[src/rtl/alu_pkg.sv]
// Shared definitions for the three-operand adder/ALU and its result buffer.
// Opcode encodings and the packed result-entry layout live here.
package alu_pkg;

    localparam int DATA_W = 8;
    localparam int OPC_W  = 2;

    localparam logic [OPC_W-1:0] ALU_OP_ADD  = 2'd0;
    localparam logic [OPC_W-1:0] ALU_OP_ADDC = 2'd1;
    localparam logic [OPC_W-1:0] ALU_OP_SUB  = 2'd2;
    localparam logic [OPC_W-1:0] ALU_OP_PASS = 2'd3;

    typedef struct packed {
        logic              cout;
        logic [OPC_W-1:0]  opcode;
        logic [DATA_W-1:0] r;
    } alu_entry_t;

    localparam int ENTRY_W = $bits(alu_entry_t);

endpackage

[src/rtl/alu_sat_counter.sv]
// Event counter that sticks at its all-ones value instead of wrapping.
module alu_sat_counter #(
    parameter int CNT_W = 8
) (
    input  logic             clk,
    input  logic             rst,
    input  logic             inc,
    output logic [CNT_W-1:0] value
);

    logic [CNT_W-1:0] value_q;
    logic [CNT_W-1:0] value_d;

    always_comb begin
        value_d = value_q;
        if (inc && (value_q != {CNT_W{1'b1}})) begin
            value_d = value_q + CNT_W'(1);
        end
    end

    always_ff @(posedge clk) begin
        if (rst) begin
            value_q <= '0;
        end else begin
            value_q <= value_d;
        end
    end

    assign value = value_q;

endmodule

[src/rtl/alu_result_fifo.sv]
// Small synchronous FIFO buffering ALU results (R, carry, opcode) toward a
// consumer over valid/ready, with a zero flag and a saturating carry counter.
module alu_result_fifo #(
    parameter int DATA_W = 8,
    parameter int OPC_W  = 2,
    parameter int DEPTH  = 4,
    parameter int CNT_W  = 8
) (
    input  logic                     clk,
    input  logic                     rst,
    input  logic                     in_valid,
    output logic                     in_ready,
    input  logic [DATA_W-1:0]        in_r,
    input  logic                     in_cout,
    input  logic [OPC_W-1:0]         in_opcode,
    output logic                     out_valid,
    input  logic                     out_ready,
    output logic [DATA_W-1:0]        out_r,
    output logic                     out_cout,
    output logic [OPC_W-1:0]         out_opcode,
    output logic                     out_zero,
    output logic [$clog2(DEPTH):0]   count,
    output logic [CNT_W-1:0]         carry_cnt
);

    import alu_pkg::*;

    localparam int PTR_W = $clog2(DEPTH);
    localparam int OCC_W = PTR_W + 1;
    localparam logic [OCC_W-1:0] FULL_CNT = OCC_W'(DEPTH);

    typedef struct packed {
        logic              cout;
        logic [OPC_W-1:0]  opcode;
        logic [DATA_W-1:0] r;
    } entry_t;

    entry_t           mem_q [DEPTH];
    logic [PTR_W-1:0] wr_ptr_q, wr_ptr_d;
    logic [PTR_W-1:0] rd_ptr_q, rd_ptr_d;
    logic [OCC_W-1:0] count_q, count_d;
    logic             push;
    logic             pop;
    entry_t           wr_entry;
    entry_t           head;

    // Handshake qualifiers depend only on registered occupancy, so in_ready
    // never sees out_ready combinationally; rst masks both.
    always_comb begin
        in_ready  = (count_q != FULL_CNT);
        out_valid = (count_q != '0);
        push      = in_valid && in_ready && !rst;
        pop       = out_valid && out_ready && !rst;
    end

    always_comb begin
        wr_ptr_d = wr_ptr_q;
        rd_ptr_d = rd_ptr_q;
        count_d  = count_q;
        if (push) begin
            wr_ptr_d = wr_ptr_q + PTR_W'(1);
        end
        if (pop) begin
            rd_ptr_d = rd_ptr_q + PTR_W'(1);
        end
        case ({push, pop})
            2'b10:   count_d = count_q + OCC_W'(1);
            2'b01:   count_d = count_q - OCC_W'(1);
            default: count_d = count_q;
        endcase
    end

    always_ff @(posedge clk) begin
        if (rst) begin
            wr_ptr_q <= '0;
            rd_ptr_q <= '0;
            count_q  <= '0;
        end else begin
            wr_ptr_q <= wr_ptr_d;
            rd_ptr_q <= rd_ptr_d;
            count_q  <= count_d;
        end
    end

    always_comb begin
        wr_entry        = '0;
        wr_entry.cout   = in_cout;
        wr_entry.opcode = in_opcode;
        wr_entry.r      = in_r;
    end

    // Storage is deliberately left unreset; the occupancy counter gates
    // whether any slot is observable.
    always_ff @(posedge clk) begin
        if (push) begin
            mem_q[wr_ptr_q] <= wr_entry;
        end
    end

    always_comb begin
        head       = mem_q[rd_ptr_q];
        out_r      = out_valid ? head.r      : '0;
        out_cout   = out_valid ? head.cout   : 1'b0;
        out_opcode = out_valid ? head.opcode : '0;
        out_zero   = out_valid && (head.r == '0);
    end

    assign count = count_q;

    alu_sat_counter #(
        .CNT_W (CNT_W)
    ) u_carry_cnt (
        .clk   (clk),
        .rst   (rst),
        .inc   (push && in_cout),
        .value (carry_cnt)
    );

endmodule

[config.mk]
export PLATFORM = sky130hd
export DESIGN_NAME = alu_result_fifo
export DESIGN_NICKNAME = d
export VERILOG_FILES = /design/src/rtl/alu_pkg.sv /design/src/rtl/alu_sat_counter.sv /design/src/rtl/alu_result_fifo.sv
export SDC_FILE = /design/constraint.sdc
export NUM_CORES = 1
export LEC_CHECK = 0
export BUFFER_PORTS_ARGS = -buffer_cell sky130_fd_sc_hd__buf_2
export CORE_ASPECT_RATIO = 0.5
export CORE_UTILIZATION = 25
export CTS_CLUSTER_SIZE = 24
export DETAILED_ROUTE_END_ITERATION = 8
export GPL_TIMING_DRIVEN = 0
export PLACE_DENSITY = 0.47
export SYNTH_ARGS = -nofsm -noshare
export SYNTH_HDL_FRONTEND = slang
export SYNTH_SLANG_ARGS = --single-unit
[constraint.sdc]
create_clock -name clk -period 3.9 [get_ports clk]
set_input_delay 0.78 -clock clk [delete_from_list [all_inputs] [get_ports clk]]
set_output_delay 0.78 -clock clk [all_outputs]
set_load 0.03 [all_outputs]
==> results.json, run 1 <==
{
  "status": "complete, no violations",
  "maxCapViolations": 0,
  "antenna_found_initial": 0,
  "area_growth_pct": 26.4,
  "yosys.area_share.adder": 0.0365,
  "synth.yosys.warnings": 0,
  "synth-compound-area-share": 0.0446,
  "path_clk_slew_ns": 0.05,
  "fmaxAchievable_ghz": 0.324,
  "viasPerCell": 4.30,
  "final-seq-area_um2": 1660,
  "clock_tree.buffer_depth": 2,
  "synthTopCellsByArea": "sky130_fd_sc_hd__edfxtp_1 51%, sky130_fd_sc_hd__dfxtp_1 13%, sky130_fd_sc_hd__mux4_1 9.1%",
  "pre_cts_ws_ns": 1.07,
  "routed_length_on_met1_um": 2420,
  "gpl.final_weighted_congestion": 0.707,
  "buffer_count_from_post_cts_setup_fixing": 0,
  "place.port_buffers": 38,
  "chipWidth_um": 146,
  "layout.cell_area.non_filler_um2": 3290,
  "synth.mux.area_fraction": 0.112,
  "worstSetupStartpointType": "flop",
  "setup_viol": 0,
  "p_per_area_nw_per_um2": 545,
  "post_synth_inst_count": 171,
  "fp.dieArea_um2": 10900,
  "synth_enable_flop_cells": 44,
  "setup.worst_path.end_class": "primary output",
  "num-fill-cells": 962,
  "syn-mean-instance-area_um2": 15.2,
  "cell_chain_critical_path": "clkbuf_1, mux4_2, nor4_2, nand2_1, nor4_2, buf_2",
  "finalHoldViolCount": 0,
  "detailedPlacementHpwl_um": 3480,
  "vias_in_the_first_global_route": 1415,
  "clock_tree.root_cell": "sky130_fd_sc_hd__clkbuf_16",
  "crit_required_ns": 3.12,
  "synth-seq-cells": 61,
  "postSynth.asyncResetShare": 0,
  "yosysTopAreaCell": "sky130_fd_sc_hd__edfxtp_1",
  "slew-limit-headroom": 0.394,
  "cp.arrival_ns": 2.30,
  "final.min_clock_period_ns": 3.08,
  "post_place_instance_area_um2": 2970,
  "placement_rows": 25,
  "design.portCount": 40,
  "main_combinational_cell_family_by_area_after_synthesis": "simple AND/OR/NAND/NOR gates",
  "synth.most_common_cell": "sky130_fd_sc_hd__edfxtp_1",
  "timing_worst_setup_path_type": "flop to primary output",
  "postLayoutSetupSlackWorst_ns": 0.816,
  "timing.final.crit_share": 0.791,
  "die-height_um": 74.2,
  "multiInputGateArea_um2": 871,
  "drt_first_pass_iters": 4,
  "critPathTopFamily": "buffers and inverters",
  "drv_slew": 0,
  "grt_overflow_total": 0,
  "whs_ns": 0.506,
  "worstSkewPairLatency_ns": 0.32,
  "syn-num-nets": 193,
  "total_via_count_in_the_routed_design": 1543,
  "worst-slew-pin-transition_ns": 0.902,
  "cpPeakStageDelay_ns": 0.49,
  "share_of_the_yosys_chip_area_belonging_to_registers": 0.638,
  "route.final.wire_length_um": 5070,
  "cp_num_buf_inv": 2,
  "drc": 0,
  "crit_path_frequent_cell": "sky130_fd_sc_hd__nor4_2",
  "critical-path-slowest-cell": "sky130_fd_sc_hd__clkbuf_1",
  "synth_simple_gate_area_share": 0.124,
  "rsz0062_at_grt": "false",
  "netlist-cell-type-count": 40,
  "finalClockSkew_ns": 0.00683,
  "grt_first_pass_wirelength_um": 7750,
  "wl_met2_um": 2400,
  "groute.usage.overall": 0.100,
  "syn_area_um2": 2610,
  "tritoncts_clock_tree": "yes",
  "clock_sink_count": 61,
  "post_cts_resized": 0,
  "route.antenna.remaining_nets": 0,
  "synth_ff_type": "sky130_fd_sc_hd__edfxtp_1",
  "top_layer_used": "met4",
  "hold_bufs_inserted_after_cts": 0,
  "initial_utilization": 0.266,
  "layout.core_utilization": 0.336,
  "finalSetupTns_ns": 0,
  "wl_per_cell_um": 14.1,
  "crit_fanout": 10,
  "antenna_cells_inserted": 0,
  "drt_iter0_markers": 101,
  "layout-drive-gt1-share": 0.286,
  "met3RoutedLength_um": 219,
  "rrSetupSlack_ns": 1.50,
  "min_path_type": "flop to flop",
  "total_leakage_power_nw": 1.20,
  "grt_start_max_net_pins": 12,
  "worst_ir_drop_on_vdd_uv": 232,
  "most_frequent_cells_after_synthesis": "44 x sky130_fd_sc_hd__edfxtp_1, 17 x sky130_fd_sc_hd__dfxtp_1, 12 x sky130_fd_sc_hd__nor2b_1",
  "cts_inserted_buffers": 9,
  "core_area_um2": 9790,
  "nets": 242,
  "synth_area_in_xor_xnor": 0.0168,
  "synth_top_area_frac": 0.507,
  "cts-htree-levels": 3
}
[flip-flops by register name (all words and copies together), names as in the netlist, named ones only]
name,flops
rd_ptr_q,2
wr_ptr_q,2
u_carry_cnt.value,8
mem_q,44
count,3
[area by class of cell]
class / instances / share of cell area
Buffer: 6 / 0.00987
Clock inverter: 5 / 0.0304
Tap cell: 135 / 0.0513
Clock buffer: 10 / 0.0695
Timing Repair Buffer: 38 / 0.0577
Inverter: 11 / 0.0125
Multi-Input combinational cell: 93 / 0.264
Sequential cell: 61 / 0.504
[cells in the final DEF, fill, tap and decap left out, drive strengths merged, types with 4 or more instances in the layout]
master  Yosys  routed
nand3       4       4
and3        6       6
nor2       11      11
nor2b      13      13
ha          6       6
dfxtp      17      17
buf         4      42
edfxtp     44      44
inv        11      11
clkbuf      2      12
mux4       11      11
a21oi       6       6
[logic make-up after synthesis]
kind of cell,count (synthesis)
adder cells (fa/ha/maj),7
XOR/XNOR,5
flip-flops,61
AND/OR/NAND/NOR,52
buffers and inverters,17
AO/OA/AOI/OAI,17
multiplexers,12
[tightest hold or removal path: stages (launching register included)]
cell and delay, ns:
sky130_fd_sc_hd__dfxtp_1 0.33, sky130_fd_sc_hd__o21ai_0 0.08, sky130_fd_sc_hd__a21oi_1 0.06
[metal layers]
metal	GRT usage	vias to the layer above
li1	-	760
met1	0.126	734
met2	0.157	42
met3	0.0350	7
met4	0.0521	0
met5	0	-
[where the power goes]
| part | total, W | internal [W] | switching, W |
|---|---|---|---|
| sequential | 0.000729 | 0.000717 | 0.0000110 |
| combinational | 0.000193 | 0.0000656 | 0.000128 |
| clock | 0.000874 | 0.000617 | 0.000257 |
| total | 0.00180 | 0.00140 | 0.000395 |
[through the flow]
stage,power (W),std cells
floorplan,0.000875,171
global placement,0.000936,344
detailed placement,0.000940,344
CTS,0.00182,359
global route,0.00187,359
finish,0.00180,359
[final timing paths]
kind                              start                     to  cells after the start
hold reg to reg   count[2]$_SDFFE_PP0P_  count[2]$_SDFFE_PP0P_                      2
hold / removal    count[2]$_SDFFE_PP0P_  count[2]$_SDFFE_PP0P_                      2
setup reg to reg  count[1]$_SDFFE_PP0P_  count[2]$_SDFFE_PP0P_                     10
setup / recovery                   flop               out_zero                      6
(Power assumes the default switching activity.)
==> inputs of run 2 (changes only) <==
==> constraint.sdc (replaced) <==
create_clock -name clk -period 2.94 [get_ports clk]
set_input_delay 0.588 -clock clk [delete_from_list [all_inputs] [get_ports clk]]
set_output_delay 0.588 -clock clk [all_outputs]
set_load 0.03 [all_outputs]
==> run 2 against run 1 <==
Compared with the run above: power increased by 33%; global-route usage unchanged; via count decreased by 0.52%; die area stayed put; critical path type unchanged; first-iteration DRC count down 5.0%; cell count is the same; clock-buffer cell count unchanged; sequential share of layout area shrank 0.096 points; core utilization grew 0.064 points; setup slack worse by 0.62 ns.
==> results.json, run 2 (synthesized netlist as in run 1, its figures left out) <==
{
  "maxCapViolations": 0,
  "worst-slew-pin-transition_ns": 0.641,
  "cts_inserted_buffers": 9,
  "finalSetupTns_ns": 0,
  "grt_start_max_net_pins": 12,
  "clock_sink_count": 61,
  "routed_length_on_met1_um": 2490,
  "layout-drive-gt1-share": 0.295,
  "total_via_count_in_the_routed_design": 1535,
  "layout.core_utilization": 0.337,
  "tritoncts_clock_tree": "yes",
  "min_path_type": "input pin to flop",
  "timing_worst_setup_path_type": "flop to primary output",
  "buffer_count_from_post_cts_setup_fixing": 0,
  "worst_ir_drop_on_vdd_uv": 308,
  "finalClockSkew_ns": 0.00642,
  "gpl.final_weighted_congestion": 0.707,
  "clock_tree.buffer_depth": 2,
  "top_register": "mem_q",
  "design.portCount": 40,
  "chipWidth_um": 146,
  "total_leakage_power_nw": 1.20,
  "drt_iter0_markers": 96,
  "dp.cells": 344,
  "p_per_area_nw_per_um2": 722,
  "slew-limit-headroom": 0.572,
  "finalHoldViolCount": 0,
  "grt_first_pass_wirelength_um": 7750,
  "largest_reg_flops": 44,
  "whs_ns": 0.485,
  "drv_slew": 0,
  "area_growth_pct": 26.6,
  "worstSkewPairLatency_ns": 0.32,
  "crit_required_ns": 2.35,
  "path_clk_slew_ns": 0.05,
  "final.min_clock_period_ns": 2.75,
  "fmaxAchievable_ghz": 0.364,
  "antenna_found_initial": 0,
  "clock_tree.root_cell": "sky130_fd_sc_hd__clkbuf_16",
  "rsz0062_at_grt": "false",
  "fp.dieArea_um2": 10900,
  "leading_cell_type_in_the_layout_fill_and_taps_excluded": "sky130_fd_sc_hd__edfxtp_1",
  "detailedPlacementHpwl_um": 3480,
  "timing.final.crit_share": 0.934,
  "placement_rows": 25,
  "wl_per_cell_um": 14.2,
  "fin_cells": 359,
  "die-height_um": 74.2,
  "cts-htree-levels": 3,
  "crit_fanout": 10,
  "groute.usage.overall": 0.100,
  "setup_viol": 0,
  "met3RoutedLength_um": 201,
  "route.final.wire_length_um": 5100,
  "wl_met2_um": 2370,
  "drc": 0,
  "status": "complete, no violations",
  "viasPerCell": 4.28,
  "top_layer_used": "met4",
  "vias_in_the_first_global_route": 1415,
  "worstSetupStartpointType": "flop",
  "route.antenna.remaining_nets": 0,
  "place.port_buffers": 38,
  "grt_overflow_total": 0,
  "drt_first_pass_iters": 4,
  "core_area_um2": 9790,
  "cp.arrival_ns": 2.16,
  "setup.worst_path.end_class": "primary output",
  "antenna_cells_inserted": 0,
  "initial_utilization": 0.266,
  "nets": 242,
  "final_cell_mix": "44 x sky130_fd_sc_hd__edfxtp_1, 40 x sky130_fd_sc_hd__buf_2, 17 x sky130_fd_sc_hd__dfxtp_1"
}
==> run 2: layout make-up <==
class / instances / area, um2
flip-flops and latches: 61 / 1660
well taps: 135 / 169
plain buffers: 6 / 33.8
clock inverters: 5 / 100
fillers: 963 / 6490
multi-input cells: 93 / 876
repair buffers: 38 / 190
clock buffers: 10 / 229
inverters: 11 / 41.3
==> run 2: power breakdown <==
part / total (W) / internal [W] / switching, W
clock: 0.00116 / 0.000819 / 0.000341
combinational: 0.000258 / 0.0000877 / 0.000170
sequential: 0.000967 / 0.000952 / 0.0000153
==> run 2: worst paths after layout <==
path	to	slack, ns	start	cells after the start
worst min-delay path	mem_q[1][9]$_DFFE_PP_	0.49	in_opcode[1]	1
worst max-delay path	out_zero	0.19	flop	6
worst max register to register	count[2]$_SDFFE_PP0P_	0.53	count[1]$_SDFFE_PP0P_	10
worst min register to register	u_carry_cnt.value[6]$_SDFFE_PP0P_	0.51	u_carry_cnt.value[6]$_SDFFE_PP0P_	1
==> run 2: metal layers <==
layer	up-vias	GRT usage
li1	757	-
met2	36	0.157
met1	735	0.126
met5	-	0
met4	0	0.0521
met3	7	0.0350
==> run 2: stage by stage <==
step	setup slack, ns	instance area, um2	power (W)
floorplan	0.384	2610	0.00116
global placement	0.282	2970	0.00124
detailed placement	0.303	2970	0.00125
global route	0.0618	3300	0.00248
finish	0.194	3300	0.00238
CTS	0.0600	3300	0.00242
==> run 2: repair_timing <==
action / CTS / global route
pin swaps: 0 / 0
hold endpoints to repair: 0 / 0
gates resized for setup: 1 / 1
hold buffers: 0 / 0
setup endpoints to repair: 1 / 10
==> run 2: critical path, stage by stage (launching register included) <==
cell                      delay [ns]
sky130_fd_sc_hd__dfxtp_1        0.36
sky130_fd_sc_hd__buf_6          0.20
sky130_fd_sc_hd__mux4_2         0.54
sky130_fd_sc_hd__nor4_2         0.25
sky130_fd_sc_hd__nand2_1        0.12
sky130_fd_sc_hd__nor4_2         0.14
sky130_fd_sc_hd__buf_2          0.23
